### config.mk
export PLATFORM = sky130hd
export DESIGN_NAME = sm_controller_flat
export DESIGN_NICKNAME = d
export VERILOG_FILES = /design/src/rtl/sm_controller_if.sv /design/src/rtl/sm_controller.sv /design/src/flat_wrapper.sv
export SDC_FILE = /design/constraint.sdc
export NUM_CORES = 1
export LEC_CHECK = 0
export BUFFER_PORTS_ARGS = -buffer_cell sky130_fd_sc_hd__buf_2
export CORE_MARGIN = 1.5
export CORE_UTILIZATION = 51
export CTS_CLUSTER_SIZE = 25
export DETAILED_ROUTE_END_ITERATION = 8
export PLACE_DENSITY = 0.79
export SLEW_MARGIN = 5
export SYNTH_ARGS = -nofsm -noshare
export SYNTH_HDL_FRONTEND = slang
export SYNTH_SLANG_ARGS = --single-unit
### constraint.sdc
create_clock -name clk -period 2 [get_ports clk]
set_input_delay 0 -clock clk [delete_from_list [all_inputs] [get_ports clk]]
set_output_delay 0 -clock clk [all_outputs]
set_load 0.005 [all_outputs]
### src/rtl/sm_controller_if.sv
// Control bundle between the instruction decoder/IR side and the sm_controller sequencer.
// The datapath control outputs also travel on this bundle.
interface sm_controller_if #(
    parameter int CNT_W = 16
);
    // Handshake: an instruction is accepted on a rising clk edge where start=1 and waiting=1;
    // waiting stays 0 until that instruction completes, so start carries no meaning while waiting=0.
    logic             start;
    logic [2:0]       opcode;
    logic [1:0]       ALU_op;
    logic             waiting;
    logic [1:0]       reg_sel;
    logic [1:0]       wb_sel;
    logic             w_en;
    logic             en_A;
    logic             en_B;
    logic             en_C;
    logic             en_status;
    logic             sel_A;
    logic             sel_B;
    logic             illegal;
    logic [CNT_W-1:0] retired;

    modport master (
        output start, opcode, ALU_op,
        input  waiting, reg_sel, wb_sel, w_en, en_A, en_B, en_C, en_status,
               sel_A, sel_B, illegal, retired
    );

    modport slave (
        input  start, opcode, ALU_op,
        output waiting, reg_sel, wb_sel, w_en, en_A, en_B, en_C, en_status,
               sel_A, sel_B, illegal, retired
    );
endinterface

### src/rtl/sm_controller.sv
// Moore sequencer for the Simple RISC Machine: one instruction per accepted start.
// The captured opcode steers the path; the retired-instruction counter saturates.
module sm_controller #(
    parameter int CNT_W = 16
) (
    input  logic           clk,
    input  logic           rst_n,
    sm_controller_if.slave bus,
    output logic [2:0]     dbg_state
);
    typedef enum logic [2:0] {
        S_WAIT   = 3'd0,
        S_DECODE = 3'd1,
        S_GET_A  = 3'd2,
        S_GET_B  = 3'd3,
        S_EXEC   = 3'd4,
        S_WR_REG = 3'd5,
        S_WR_IMM = 3'd6
    } state_t;

    state_t           state;
    state_t           state_next;
    logic [4:0]       op_q;
    logic             illegal_q;
    logic [CNT_W-1:0] retired_q;
    logic             accept;
    logic             set_illegal;
    logic             retire;

    logic is_mov_imm;
    logic is_mov_reg;
    logic is_alu;
    logic is_cmp;

    // Decode works only from the captured op so late changes on the decoder fields cannot reroute.
    assign is_mov_imm = (op_q == 5'b110_10);
    assign is_mov_reg = (op_q == 5'b110_00);
    assign is_alu     = (op_q[4:2] == 3'b101);
    assign is_cmp     = (op_q == 5'b101_01);

    always_ff @(posedge clk) begin
        if (!rst_n) begin
            state     <= S_WAIT;
            op_q      <= '0;
            illegal_q <= 1'b0;
            retired_q <= '0;
        end else begin
            state <= state_next;
            if (accept) begin
                op_q      <= {bus.opcode, bus.ALU_op};
                illegal_q <= 1'b0;
            end
            if (set_illegal) begin
                illegal_q <= 1'b1;
            end
            if (retire && (retired_q != {CNT_W{1'b1}})) begin
                retired_q <= retired_q + 1'b1;
            end
        end
    end

    always_comb begin
        state_next    = state;
        accept        = 1'b0;
        set_illegal   = 1'b0;
        retire        = 1'b0;
        bus.waiting   = 1'b0;
        bus.reg_sel   = 2'b00;
        bus.wb_sel    = 2'b00;
        bus.w_en      = 1'b0;
        bus.en_A      = 1'b0;
        bus.en_B      = 1'b0;
        bus.en_C      = 1'b0;
        bus.en_status = 1'b0;
        bus.sel_A     = 1'b0;
        case (state)
            S_WAIT: begin
                bus.waiting = 1'b1;
                if (bus.start) begin
                    accept     = 1'b1;
                    state_next = S_DECODE;
                end
            end
            S_DECODE: begin
                if (is_mov_imm) begin
                    state_next = S_WR_IMM;
                end else if (is_mov_reg) begin
                    state_next = S_GET_B;
                end else if (is_alu) begin
                    state_next = S_GET_A;
                end else begin
                    set_illegal = 1'b1;
                    state_next  = S_WAIT;
                end
            end
            S_GET_A: begin
                bus.reg_sel = 2'b10;
                bus.en_A    = 1'b1;
                state_next  = S_GET_B;
            end
            S_GET_B: begin
                bus.en_B   = 1'b1;
                state_next = S_EXEC;
            end
            S_EXEC: begin
                // MOV Rd,Rm passes Rm through the ALU as 0 + B.
                bus.en_C      = 1'b1;
                bus.sel_A     = is_mov_reg;
                bus.en_status = is_cmp;
                if (is_cmp) begin
                    retire     = 1'b1;
                    state_next = S_WAIT;
                end else begin
                    state_next = S_WR_REG;
                end
            end
            S_WR_REG: begin
                bus.reg_sel = 2'b01;
                bus.w_en    = 1'b1;
                retire      = 1'b1;
                state_next  = S_WAIT;
            end
            S_WR_IMM: begin
                bus.reg_sel = 2'b10;
                bus.wb_sel  = 2'b10;
                bus.w_en    = 1'b1;
                retire      = 1'b1;
                state_next  = S_WAIT;
            end
            default: begin
                state_next = S_WAIT;
            end
        endcase
    end

    assign bus.sel_B   = 1'b0;
    assign bus.illegal = illegal_q;
    assign bus.retired = retired_q;
    assign dbg_state   = state;
endmodule

### src/flat_wrapper.sv
// flat-port wrapper written by rule: the top's interface ports become plain ports
module sm_controller_flat 
#(
    parameter int CNT_W = 16
)
  (clk, rst_n, dbg_state, bus_start, bus_opcode, bus_ALU_op, bus_waiting, bus_reg_sel, bus_wb_sel, bus_w_en, bus_en_A, bus_en_B, bus_en_C, bus_en_status, bus_sel_A, bus_sel_B, bus_illegal, bus_retired);
  sm_controller_if #(.CNT_W(CNT_W)) bus_i ();
  input  logic clk;
  input  logic rst_n;
  output logic [2:0] dbg_state;
  input wire logic [$bits(bus_i.start)-1:0] bus_start;
  input wire logic [$bits(bus_i.opcode)-1:0] bus_opcode;
  input wire logic [$bits(bus_i.ALU_op)-1:0] bus_ALU_op;
  output wire logic [$bits(bus_i.waiting)-1:0] bus_waiting;
  output wire logic [$bits(bus_i.reg_sel)-1:0] bus_reg_sel;
  output wire logic [$bits(bus_i.wb_sel)-1:0] bus_wb_sel;
  output wire logic [$bits(bus_i.w_en)-1:0] bus_w_en;
  output wire logic [$bits(bus_i.en_A)-1:0] bus_en_A;
  output wire logic [$bits(bus_i.en_B)-1:0] bus_en_B;
  output wire logic [$bits(bus_i.en_C)-1:0] bus_en_C;
  output wire logic [$bits(bus_i.en_status)-1:0] bus_en_status;
  output wire logic [$bits(bus_i.sel_A)-1:0] bus_sel_A;
  output wire logic [$bits(bus_i.sel_B)-1:0] bus_sel_B;
  output wire logic [$bits(bus_i.illegal)-1:0] bus_illegal;
  output wire logic [$bits(bus_i.retired)-1:0] bus_retired;
  assign bus_i.start = bus_start;
  assign bus_i.opcode = bus_opcode;
  assign bus_i.ALU_op = bus_ALU_op;
  assign bus_waiting = bus_i.waiting;
  assign bus_reg_sel = bus_i.reg_sel;
  assign bus_wb_sel = bus_i.wb_sel;
  assign bus_w_en = bus_i.w_en;
  assign bus_en_A = bus_i.en_A;
  assign bus_en_B = bus_i.en_B;
  assign bus_en_C = bus_i.en_C;
  assign bus_en_status = bus_i.en_status;
  assign bus_sel_A = bus_i.sel_A;
  assign bus_sel_B = bus_i.sel_B;
  assign bus_illegal = bus_i.illegal;
  assign bus_retired = bus_i.retired;
  sm_controller #(.CNT_W(CNT_W)) u_core (.clk(clk), .rst_n(rst_n), .bus(bus_i), .dbg_state(dbg_state));
endmodule
Word-level counts from Yosys, hierarchy flattened
Cells that the tools add are included.
Operators by class
  reduce and logical (&&, ||, !) cells: 5
  eq/ne operators: 12
  $add $sub $neg: 1
  muxes and demuxes: 25
Operators with widths (number)
  adder 16 x 1 -> 16 bit (second input constant): 1
  two-way mux 1 bit: 16
  inequality test 16 bit (second input constant): 1
  equality test 5 bit (second input constant): 3
  case mux 3 bit (5 select lines): 1
  equality test 3 bit (second input constant): 4
  two-way mux 3 bit: 4
  equality test 3 x 2 -> 1 bit (second input constant): 2
  two-way mux 2 bit: 2
  case mux 2 bit (2 select lines): 1
  OR reduction 2 bit: 2
  equality test 3 x 1 -> 1 bit (second input constant): 1
  zero test 3 bit: 1
  inequality test 2 bit (second input constant): 1
  case mux 1 bit (2 select lines): 1
  nonzero test 2 bit: 1
  logical AND 1 bit: 1
Word-level totals
  logic and storage cells: 47
  register bits: 25
  input port bits: 8
  output and inout port bits: 32

Depth between registers and ports, before layout
Gate-level depths: netlist (run 1).
  word-level depth: 6
  mapped depth: 7
  mapped depth without buffers: 5

Worst setup path after synthesis (run 1)
No wires, ideal clock.
  path type: flip-flop to flip-flop
  start point: register u_core.retired_q[0], in the netlist u_core.bus.retired[0]
  end point: register u_core.retired_q[12], in the netlist u_core.bus.retired[12]
  data required time: 1.929 ns
  clock period less this slack: 1.765 ns
  slack: 0.235 ns
  buffers on the path: 0
  cell stages (with the launch flop): 6
  library setup time: 0.071 ns
  data arrival time: 1.694 ns
  cells stage by stage: dfxtp_1 > ha_1 > nand4_1 > a311o_1 > or4_1 > a21oi_1
On the way
  cells in the longest elaborated chain, start to end: 2
  elaborated cells on any way between the ends: 3
  those cells by class: 1 x add/sub; 1 x eq/ne; 1 x reduce/logical
RTL lines
  start: declaration: RTL line sm_controller.sv:25  | logic [CNT_W-1:0] retired_q;
  start signal: assignment: RTL line sm_controller.sv:57  | retired_q <= retired_q + 1'b1;
  branches (longest 2 deep; another with adder 16 x 1 -> 16 bit)
Parallel ways; which one is timed is not known.
A chain may end at the register's enable or synchronous reset.

Worst setup path after layout (run 1)
  start point: register u_core.retired_q[0], in the netlist u_core.bus.retired[0]
  end point: register u_core.retired_q[14], in the netlist u_core.bus.retired[14]
Same word-level chain as after synthesis.

==> results of run 1 <==
## worst max-delay path: stages (launching register included)
cell     delay (ps)
dfxtp_2         400
ha_1            200
nand4_1         150
a311o_2         450
or4_1           480
a21oi_1         150
## metrics by stage
stage | power [mW] | hold slack (ps) | std cells | worst slack (ps)
after floorplan | 0.582 | 147 | 167 | 235
after global placement | 0.601 | 235 | 226 | 207
after detailed placement | 0.604 | 241 | 226 | 108
after CTS | 0.840 | 155 | 236 | 52.3
after global routing | 0.868 | 189 | 236 | 52.3
final | 0.835 | 147 | 236 | 109
## final timing paths
path,start,endpoint,slack (ps),depth (start not counted)
setup / recovery,u_core.bus.retired[0]$_SDFFE_PN0P_,u_core.bus.retired[14]$_SDFFE_PN0P_,110,5
hold / removal,bus_start,u_core.dbg_state[0]$_SDFFE_PN0P_,150,4
setup reg to reg,u_core.bus.retired[0]$_SDFFE_PN0P_,u_core.bus.retired[14]$_SDFFE_PN0P_,110,5
hold reg to reg,u_core.bus.retired[15]$_SDFFE_PN0P_,u_core.bus.retired[15]$_SDFFE_PN0P_,520,2
## cells in the final DEF, fill, tap and decap left out, types with 5 or more instances in the layout
cell,netlist,routed
a21oi_1,15,15
and3_1,5,5
buf_2,3,37
buf_4,2,7
dfxtp_1,25,23
dlygate4sd3_1,0,6
inv_1,5,5
mux2i_1,7,7
nand2_1,8,8
nand4_1,9,9
nor2_1,10,10
o31ai_1,11,11
or4_1,10,10
## state kept, by name (all words and copies together) (netlist names)
register            flops
u_core.bus.illegal      1
u_core.bus.retired     16
u_core.dbg_state        3
u_core.op_q             5
## Yosys cell counts (3+ instances only)
library cell,count,area share (%)
nor2b_1,3,1.4
nand3_1,4,1.5
mux2i_1,7,5.1
inv_1,5,1.4
nor2_1,10,2.7
a21oi_1,15,5.5
o21ai_0,4,1.5
and2_1,3,1.4
nand2_1,8,2.2
o31ai_1,11,6.0
and3_1,5,2.3
dfxtp_1,25,36
nor3_1,4,1.5
buf_2,3,1.1
clkbuf_1,6,1.6
nand4_1,9,4.1
or4_1,10,5.5
## timing repair
| action | in CTS | in global routing |
|---|---|---|
| setup endpoints to repair | 0 | 2 |
| hold buffers | 6 | 0 |
| endpoints found under the hold margin | 7 | 0 |
| gates resized for setup | 0 | 3 |
## power by group
part | leakage [nW] | switching (mW) | internal, mW
sequential | 0.204 | 0.0120 | 0.509
combinational | 0.467 | 0.0427 | 0.0409
clock | 0.0150 | 0.153 | 0.0781
## logic make-up after synthesis
family,count (synthesis)
AOI/OAI and AO/OA,41
adders and majority gates,1
buffers and inverters,20
DFF,25
muxes,7
other,1
and+or+nand+nor,71
## per-layer routing
metal	share of wire, %	up-vias
met5	0	-
met2	47	44
met1	48	671
li1	-	703
met4	1.3	0
met3	4.6	4
## final cells by class
cell class / count / area [um^2] / share of cell area, %
repair buffers: 50 / 298 / 17.8
flip-flops and latches: 25 / 503 / 30.1
clock buffers: 4 / 26.3 / 1.57
multi-input cells: 122 / 788 / 47.2
well taps: 30 / 37.5 / 2.25
inverters: 5 / 18.8 / 1.12
==> flow_metrics.tcl, run 1 <==
set metrics [dict create \
    finalCriticalPeriod_ps 1890 \
    yosys.area_share.xor_xnor_pct 0 \
    root_buffer "clkbuf_4" \
    count_of_cell_types_in_the_netlist 43 \
    nFillCells 226 \
    clock_latency_ps 320 \
    antenna_found_initial 0 \
    synth_ff_type "dfxtp_1" \
    gr-total-overflow 0 \
    ys_seq_elements 25 \
    grt_util_met3_pct 3.49 \
    synth_top_family_by_area "simple AND/OR/NAND/NOR gates" \
    tritoncts_clock_tree "built" \
    drive_gt1_share_pct 25.7 \
    grtUsageTotal_pct 25.2 \
    timing.max_slew.rel_slack_pct 51.6 \
    routedWlPerCell_um 14.9 \
    grtUsageMet1_pct 34.5 \
    rsz_0062_raised_after_global_routing "no" \
    layout-area-overhead-vs-synth_pct 21.7 \
    die_x_um 54.9 \
    finalCritPeriodShare_pct 94.6 \
    synth_fa_ha_area_share_pct 0.911 \
    design_area_mm2 0.00167 \
    critical_path_class "reg2reg" \
    outcome "completed" \
    pin_count 40 \
    clkSinkCount 25 \
    proportion_of_synthesized_area_in_mux_cells_pct 5.10 \
    vias 1422 \
    global_route_wire_length_before_repair_mm 5.48 \
    drt.antenna.violating_nets 0 \
    power.leakage_nw 0.686 \
    maxCapViolations 0 \
    critical_path_peak_fanout 8 \
    postPlaceCellArea_mm2 0.00158 \
    achievable-frequency_mhz 529 \
    timing_hold_violations_final 0 \
    timing_max_transition_violations_final 0 \
    use_met2_pct 38.7 \
    antenna_cells_inserted 0 \
    numCtsBuffers 3 \
    grt_pass1_vias 1236 \
    finalClockSkew_ps 2.95 \
    coreArea_mm2 0.00252 \
    cts.htree.levels 1 \
    crit_path_required_time_ps 2250 \
    clk_path_buf_depth 2 \
    routed_wirelength_mm 3.51 \
    port_buffers 37 \
    synth_simple_gate_area_share_pct 30.8 \
    final_core_utilization_pct 66.3 \
    cts_setup_buffers 0 \
    design.final.nets 216 \
    globalRoute.busiestLayer "met2" \
    rows 18 \
    synthCells 166 \
    ys.warnings.count 0 \
    synth_compound_area_share_pct 19.5 \
    floorplan.initialDensity_pct 54.5 \
    viasPerCell 6.03 \
    netlist_area_mm2 0.00137 \
    clk_transition_reported_paths_ps 140 \
    worst-endpoint-arrival_ps 2150 \
    postSynth.asyncResetShare_pct 0 \
    drtPass1Iterations 4 \
    die_height_um 54.9 \
    yosysSeqAreaShare_pct 36.4 \
    timing.critical_path.to_type "register" \
    vdd_drop_max_mv 0.415 \
    power_per_cell_area_mw_per_mm2 500 \
    setup_violations 0 \
    detail_route.iter0.violations 34 \
    synth.avg_cell_area_um2 8.28 \
    synth_edf_count 0 \
    critPathLaunchType "register" \
    worstMarginPinSlew_ps 725 \
    setup_tns_ps 0 \
    drc_errors 0 \
    hpwlAfterDp_mm 2.42 \
    grt_max_degree 31 \
    holdCritPathClass "in2reg" \
    die-area_mm2 0.00301 \
    place_congestion 0.792 \
]
Note: power is estimated with default switching activity, not from simulation.
==> run 2, diff against run 1 <==
Clock period 2 ns to 1.84 ns, I/O delays scaled along.
==> run 2 against run 1 <==
  * Combinational power increased by 13%
  * Utilization increased by 3.0 points
  * Sequential cell count unchanged
  * Critical path type unchanged
  * First-iteration DRC count increased by 32%
  * Critical endpoint is now u_core.bus.retired[12]$_SDFFE_PN0P_
  * Highest routed layer unchanged
  * Wire length decreased by 3.0%
  * Register-to-register slack got worse by 50 ps
  * Global-route usage decreased by 1.3 points
  * Cell count increased by 3.0%
  * Final area increased by 4.6%
==> flow_metrics.tcl, run 2 (synthesized netlist as in run 1, its figures left out) <==
set metrics [dict create \
    drtPass1Iterations 4 \
    hpwlAfterDp_mm 2.28 \
    crit_path_top_delay_cell "or4_1" \
    largest_register_ffs 16 \
    holdCritPathClass "in2reg" \
    antenna_cells_inserted 0 \
    final_cell_mix "buf_2 (37), dfxtp_1 (22), a21oi_1 (15), buf_4 (13), o31ai_1 (11)" \
    antenna_found_initial 0 \
    finalCriticalPeriod_ps 1780 \
    place_congestion 0.838 \
    postPlaceCellArea_mm2 0.00163 \
    clkSinkCount 25 \
    nFillCells 200 \
    clk_path_buf_depth 2 \
    tritoncts_clock_tree "built" \
    timing.hold.ws_ps 180 \
    drt.antenna.violating_nets 0 \
    gr-total-overflow 0 \
    vdd_drop_max_mv 0.414 \
    grtUsageTotal_pct 24.0 \
    crit-reg2reg-launch "u_core.bus.retired[0]$_SDFFE_PN0P_" \
    coreArea_mm2 0.00252 \
    setup_violations 0 \
    routedWlPerCell_um 14.0 \
    power_per_cell_area_mw_per_mm2 527 \
    worst-endpoint-arrival_ps 2050 \
    clk_transition_reported_paths_ps 150 \
    achievable-frequency_mhz 560 \
    rows 18 \
    critical_path_buf_inv_count 0 \
    finalClockSkew_ps 13.1 \
    grt_pass1_vias 1157 \
    critical_path_class "reg2reg" \
    vias 1448 \
    finalWorstSetupSlack_ps 55.5 \
    hold_path_startpoint "bus_start" \
    cts.htree.levels 1 \
    critical_path_peak_fanout 8 \
    clock_latency_ps 340 \
    timing.critical_path.to_type "register" \
    layout-area-overhead-vs-synth_pct 27.2 \
    slowest_delay_ps 480 \
    worstMarginPinSlew_ps 709 \
    design.final.nets 223 \
    die_x_um 54.9 \
    timing_max_transition_violations_final 0 \
    power.leakage_nw 0.729 \
    die-area_mm2 0.00301 \
    crit_path_start "u_core.bus.retired[0]$_SDFFE_PN0P_" \
    numCtsBuffers 3 \
    finalCritPeriodShare_pct 97.0 \
    critPathLaunchType "register" \
    maxCapViolations 0 \
    drc_errors 0 \
    port_buffers 37 \
    pin_count 40 \
    timing.max_slew.rel_slack_pct 52.7 \
    global_route_wire_length_before_repair_mm 5.11 \
    drive_gt1_share_pct 30.0 \
    crit_path_required_time_ps 2100 \
    worst_path_dominant_cell_family "compound AO/OA/AOI/OAI gates" \
    die_height_um 54.9 \
    floorplan.initialDensity_pct 54.5 \
    root_buffer "clkbuf_4" \
    placement.setup.worst_slack_ps 50.8 \
    design_area_mm2 0.00175 \
    outcome "completed" \
    viasPerCell 5.96 \
    grt_max_degree 31 \
    critical_path.cell_chain "ha_4 > nand4_1 > a311o_2 > or4_1 > a21oi_1" \
    routed_wirelength_mm 3.41 \
    timing_hold_violations_final 0 \
    detail_route.iter0.violations 45 \
    cts_setup_buffers 0 \
    final_common_cell "buf_2" \
]
==> run 2: stage by stage <==
step,cells,TNS (ps),utilization [%],power (mW)
detailed placement,233,0,64.8,0.659
finish,243,0,69.3,0.920
floorplan,167,0,-,0.632
CTS,243,0,68.3,0.920
global route,243,-1.86,69.3,0.952
global placement,233,0,64.8,0.655
==> run 2: what timing repair did <==
item,in CTS,in global routing
hold buffers,6,0
endpoints found under the hold margin,7,0
pin swaps,1,3
endpoints found under the setup margin,1,13
gates resized for setup,0,8
==> run 2: path summary, 6_finish.rpt <==
path	to	slack, ps	cells after the start
worst max register to register	u_core.bus.retired[12]$_SDFFE_PN0P_	60	5
worst min-delay path	u_core.dbg_state[2]$_SDFFE_PN0P_	180	4
worst min register to register	u_core.bus.retired[15]$_SDFFE_PN0P_	520	2
worst max-delay path	u_core.bus.retired[12]$_SDFFE_PN0P_	60	5
==> run 2: area by class of cell <==
cell class | instances | area (um^2) | share of cell area [%]
Clock inverter | 1 | 5.00 | 0.286
Tap cell | 30 | 37.5 | 2.15
Inverter | 5 | 18.8 | 1.07
Timing Repair Buffer | 57 | 354 | 20.3
Multi-Input combinational cell | 122 | 806 | 46.1
Clock buffer | 3 | 22.5 | 1.29
Sequential cell | 25 | 504 | 28.8
==> run 2: worst min-delay path, stage by stage <==
cell and delay [ps]:
buf_2 100, nor3_1 200, a211o_1 150, a21oi_1 40
==> run 2: power by group <==
| group | internal [mW] | leakage (nW) | switching (mW) |
|---|---|---|---|
| Clock | 0.0819 | 0.0177 | 0.179 |
| Sequential | 0.553 | 0.204 | 0.0128 |
| Combinational | 0.0466 | 0.507 | 0.0477 |
| Total | 0.681 | 0.729 | 0.239 |
==> run 2: layer usage <==
layer / GRT usage [%] / routed length, um / vias to the layer above
met1: 32.9 / 1650 / 678
met2: 35.7 / 1540 / 42
met4: 12.6 / 67 / 0
met3: 4.30 / 159 / 5
met5: 0 / 0 / -
li1: - / - / 723
